==> src/rtl/rr_mux_arbiter.sv <==
// ============================================================================
// Module      : rr_mux_arbiter
// Description : Round-robin arbiter for a shared 8:1 single-bit mux with a
//               registered select and data output. Optional forced release
//               after MAX_HOLD grant cycles when MUX_HOLD_LIMIT_EN is defined.
// Revision    : 1.0 - initial release
// ============================================================================
`default_nettype none

module rr_mux_arbiter #(
  parameter int MAX_HOLD = 16
) (
  input  logic       clk,
  input  logic       rst,
  input  logic [7:0] req,
  input  logic [7:0] d,
  output logic [7:0] gnt,
  output logic [2:0] sel,
  output logic       out,
  output logic       out_valid,
  output logic       busy
);

  localparam logic [0:0] c_ST_IDLE  = 1'b0;
  localparam logic [0:0] c_ST_GRANT = 1'b1;

  logic [0:0] r_state, w_state_n;
  logic [7:0] r_gnt, w_gnt_n;
  logic [2:0] r_sel, w_sel_n;
  logic [2:0] r_last, w_last_n;
  logic       r_out, w_out_n;
  logic       r_out_valid, w_ov_n;
  logic [2:0] w_win;
  logic       w_found;
  logic       w_do_arb;
  logic       w_release;
  logic       w_force;

`ifdef MUX_HOLD_LIMIT_EN
  localparam int c_HW = (MAX_HOLD > 1) ? $clog2(MAX_HOLD) : 1;
  localparam logic [c_HW-1:0] c_HOLD_MAX = c_HW'(MAX_HOLD - 1);

  logic [c_HW-1:0] r_hold_cnt, w_hold_n;

  // Force release only when someone else is waiting; otherwise the count restarts.
  assign w_force = (r_hold_cnt == c_HOLD_MAX) && (|(req & ~r_gnt));
`else
  assign w_force = 1'b0;
`endif

  assign w_release = ~req[r_sel];

  // Rotating priority search starting just after the last winner.
  always_comb begin
    w_win   = r_last;
    w_found = 1'b0;
    for (int i = 1; i <= 8; i++) begin
      if (!w_found && req[r_last + 3'(i)]) begin
        w_win   = r_last + 3'(i);
        w_found = 1'b1;
      end
    end
  end

  always_ff @(posedge clk) begin
    if (rst) begin
      r_state     <= c_ST_IDLE;
      r_gnt       <= 8'h00;
      r_sel       <= 3'd0;
      r_last      <= 3'd7;
      r_out       <= 1'b0;
      r_out_valid <= 1'b0;
`ifdef MUX_HOLD_LIMIT_EN
      r_hold_cnt  <= '0;
`endif
    end else begin
      r_state     <= w_state_n;
      r_gnt       <= w_gnt_n;
      r_sel       <= w_sel_n;
      r_last      <= w_last_n;
      r_out       <= w_out_n;
      r_out_valid <= w_ov_n;
`ifdef MUX_HOLD_LIMIT_EN
      r_hold_cnt  <= w_hold_n;
`endif
    end
  end

  always_comb begin
    w_state_n = r_state;
    w_gnt_n   = r_gnt;
    w_sel_n   = r_sel;
    w_last_n  = r_last;
    w_out_n   = r_out;
    w_ov_n    = r_out_valid;
    w_do_arb  = 1'b0;
`ifdef MUX_HOLD_LIMIT_EN
    w_hold_n  = r_hold_cnt;
`endif
    case (r_state)
      c_ST_IDLE: begin
        if (|req) w_do_arb = 1'b1;
      end
      c_ST_GRANT: begin
        if (w_release || w_force) begin
          if (|req) begin
            // Handover on the same edge keeps out_valid high with no bubble.
            w_do_arb = 1'b1;
            w_out_n  = d[r_sel];
            w_ov_n   = 1'b1;
          end else begin
            w_state_n = c_ST_IDLE;
            w_gnt_n   = 8'h00;
            w_ov_n    = 1'b0;
          end
        end else begin
          w_out_n = d[r_sel];
          w_ov_n  = 1'b1;
`ifdef MUX_HOLD_LIMIT_EN
          w_hold_n = (r_hold_cnt == c_HOLD_MAX) ? '0 : r_hold_cnt + 1'b1;
`endif
        end
      end
      default: w_state_n = c_ST_IDLE;
    endcase

    if (w_do_arb) begin
      w_state_n = c_ST_GRANT;
      w_gnt_n   = 8'(1) << w_win;
      w_sel_n   = w_win;
      w_last_n  = w_win;
`ifdef MUX_HOLD_LIMIT_EN
      w_hold_n  = '0;
`endif
    end
  end

  always_comb begin
    gnt       = r_gnt;
    sel       = r_sel;
    out       = r_out;
    out_valid = r_out_valid;
    busy      = (r_state == c_ST_GRANT);
  end

endmodule

`default_nettype wire
==> config.mk <==
export PLATFORM = sky130hd
export DESIGN_NAME = rr_mux_arbiter
export DESIGN_NICKNAME = d
export VERILOG_FILES = /design/src/rtl/rr_mux_arbiter.sv
export SDC_FILE = /design/constraint.sdc
export NUM_CORES = 1
export LEC_CHECK = 0
export CAP_MARGIN = 0
export CORE_MARGIN = 2
export CORE_UTILIZATION = 53
export CTS_CLUSTER_SIZE = 20
export DETAILED_ROUTE_END_ITERATION = 8
export GPL_TIMING_DRIVEN = 0
export PLACE_DENSITY_LB_ADDON = 0.05
export SLEW_MARGIN = 20
export SYNTH_ARGS = -nofsm -noshare
export SYNTH_HDL_FRONTEND = slang
export SYNTH_SLANG_ARGS = --single-unit
==> constraint.sdc <==
create_clock -name clk -period 3.5 [get_ports clk]
set_clock_uncertainty 0.15 [all_clocks]
set_input_delay 0.525 -clock clk [delete_from_list [all_inputs] [get_ports clk]]
set_output_delay 0.525 -clock clk [all_outputs]
set_load 0.02 [all_outputs]
==> summary.md <==
| Metric | Value |
|---|---|
| Initial antenna violation count | 0 |
| H-tree depth | 1 |
| IO Pins | 32 |
| WP data arrival | 3450 ps |
| Die Y | 61.7 µm |
| Synth Net Count | 190 |
| CP Max Fanout | 10 |
| Final hold violation count | 0 |
| First-pass GRT wire length | 7020 µm |
| Vias in the first global route | 1,498 |
| Core outline area | 3100 µm² |
| Tmin final | 3360 ps |
| Slew margin rel. | 56.2% |
| Vias per Instance | 6.43 |
| Vias | 1,613 |
| Type of origin of the critical path | flip-flop |
| Synth Flop Type | dfxtp_1 |
| Sequential Power Share | 14.6% |
| Post-synth ARST share | 0% |
| Worst EP required | 3590 ps |
| Crit-path max cell delay | 370 ps |
| EDFF count, synth | 0 |
| CTS tree | built |
| Placed wire-length estimate | 3380 µm |
| RSZ-0062 raised after global routing | no |
| Chip width | 61.7 µm |
| Clock Sinks | 17 |
| Hold WC Path Type | flip-flop to flip-flop |
| Worst Max-Slew Pin Slew | 657 ps |
| WS Path Type | flip-flop to flip-flop |
| Pins Over Slew Limit | 0 |
| Clock network fraction of design power | 5.0% |
| Final WL | 4380 µm |
| Yosys reg bits | 17 |
| Overflow after GRT | 0 |
| Psw | 1050 µW |
| CTS root buffer | clkbuf_4 |
| Ratio of cells with drive above 1 in the final layout | 23.7% |
| Hold buffer count at CTS | 0 |
| Bufs and invs on worst path | 5 |
| I/O Buffers | 31 |
| # rows | 20 |
| # Max-Cap Violations | 0 |
| Synth Instances | 170 |
| Starting DRT DRC Count | 120 |
| DR WL/cell | 17.4 µm |
| Die area | 3800 µm² |
| Worst-path clk slew | 100 ps |
| DRC errors left | 0 |
| Final worst-path cycle share | 95.9% |
| TNS Setup | 0 ps |
| Nets | 228 |
| Pwr Density | 1010 nW/µm² |
| Utilization after layout | 70.5% |
| Slowest-stage cell, CP | mux4_2 |
| Largest net degree at the start of global routing | 11 |
| Synth-to-Final Area Change | 24.2% |
| YS warnings | 0 |
| Worst-Skew Late Latency | 300 ps |
| Crit-path cells | buf_6, buf_12, clkinvlp_4, ha_1, clkbuf_4, clkbuf_8, mux4_2, and2_1, o32ai_2, and4_1, a21oi_2, a21oi_1, a32o_1 |
| Clock tree buffer depth | 2 |
| RePlAce Congestion | 0.859 |
| Leak | 0.000842 µW |
| Cell Int Power | 1160 µW |
| Status | finished clean |
| F_max | 0.298 GHz |
| CTS Buf Count | 3 |
| GRT Overall Usage | 25.0% |
| Comb pwr share | 80.4% |
| Commonest non-fill, non-tap cell in the layout | clkdlybuf4s50_1 |
| DRT Pass-1 Iters | 4 |
| # setup viols final | 0 |
| Net Sw Frac | 47.6% |
| Synthesized area per cell | 10.4 µm² |
| Distinct cells, synth | 56 |
| Setup crit end kind | flip-flop |
| Synth Cell Area | 1760 µm² |
| Power, Total | 2220 µW |
| Most frequent cells in the layout | 31 x clkdlybuf4s50_1, 16 x dfxtp_1, 15 x a21oi_1, 15 x nand2_1, 11 x mux4_2 |
| Maximum vdd drop | 668 µV |
| # diodes | 0 |
| Register area share after synthesis | 19.3% |
| Initial Util | 56.8% |
| Antenna Violating Nets Remaining | 0 |
| CP delay by family, top | compound AO/OA/AOI/OAI gates |
==> cell usage after synthesis (4+ instances only) <==
cell type | number | area, µm²
a21o_1 | 5 | 37.5
a21oi_1 | 16 | 80.1
dfxtp_1 | 17 | 340
inv_1 | 6 | 22.5
mux2_2 | 4 | 45.0
mux2i_1 | 8 | 80.1
mux4_1 | 6 | 158
mux4_2 | 11 | 248
nand2_1 | 15 | 56.3
nand2b_1 | 4 | 25.0
nand3_1 | 5 | 25.0
nor2_1 | 6 | 22.5
o31ai_1 | 4 | 30.0
==> worst reg2reg max path: stages, from the launching register on <==
cell and delay, ps:
dfxtp_2 360, buf_6 140, buf_12 140, clkinvlp_4 110
ha_1 280, clkbuf_4 180, clkbuf_8 190, mux4_2 370
and2_1 210, o32ai_2 350, and4_1 300, a21oi_2 60
a21oi_1 240, a32o_1 220
==> layout make-up <==
cell class	instances	area, µm²
tap	44	55.1
inverter	7	43.8
clock buffer	4	26.3
buffer	7	81.3
sequential	17	342
fill	271	915
multi-input combinational	139	1320
timing repair buffer	33	325
==> power groups by stage <==
| stage | clock [µW] | combinational (µW) | sequential (µW) |
|---|---|---|---|
| 6_report | 111 | 1780 | 324 |
| 5_1_grt | 121 | 1920 | 333 |
| 4_1_cts | 110 | 1720 | 323 |
| 3_5_place_dp | 0 | 1710 | 328 |
| 3_3_place_gp | 0 | 1650 | 323 |
| 2_1_floorplan | 0 | 1260 | 379 |
==> registers in the layout (all words and copies together) (netlist names) <==
register and count:
sel 3, r_last 3, out_valid 1, gnt 8, out 1, busy 1
==> worst paths after layout <==
check,startpoint,endpoint,slack [ps],cells past startpoint
hold reg to reg,gnt[3],gnt[3],310,2
hold / removal,gnt[3],gnt[3],310,2
setup / recovery,r_last[0],gnt[4],140,13
setup reg to reg,r_last[0],gnt[4],140,13
==> routing by layer <==
| layer | track usage [%] | vias up | routed length, µm |
|---|---|---|---|
| met5 | 0 | - | 0 |
| met4 | 3.95 | 0 | 34 |
| met3 | 5.25 | 5 | 230 |
| met2 | 40.5 | 61 | 2160 |
| met1 | 35.2 | 789 | 1960 |
| li1 | - | 758 | - |
==> through the flow <==
step	hold WS (ps)	setup WS, ps	std cells	area, µm²
2_1_floorplan	383	453	170	1760
3_3_place_gp	286	129	245	2130
3_5_place_dp	297	93.2	245	2130
4_1_cts	316	59.1	249	2150
5_1_grt	337	1.16	251	2190
6_report	312	142	251	2190
==> kinds of logic after synthesis <==
family / count (synthesis) / share of synthesized area [%]
simple gates: 50 / 15.5
mux: 32 / 33.5
compound gates: 51 / 21.5
xor+xnor: 4 / 1.99
fa+ha+maj: 2 / 1.42
flops: 17 / 19.3
buf+inv: 14 / 6.75
==> what timing repair did <==
item	CTS	global route
setup buffers	0	2
gates resized for setup	0	7
endpoints found under the setup margin	0	10
hold endpoints to repair	0	0
Note: power is estimated with default switching activity, not from simulation.
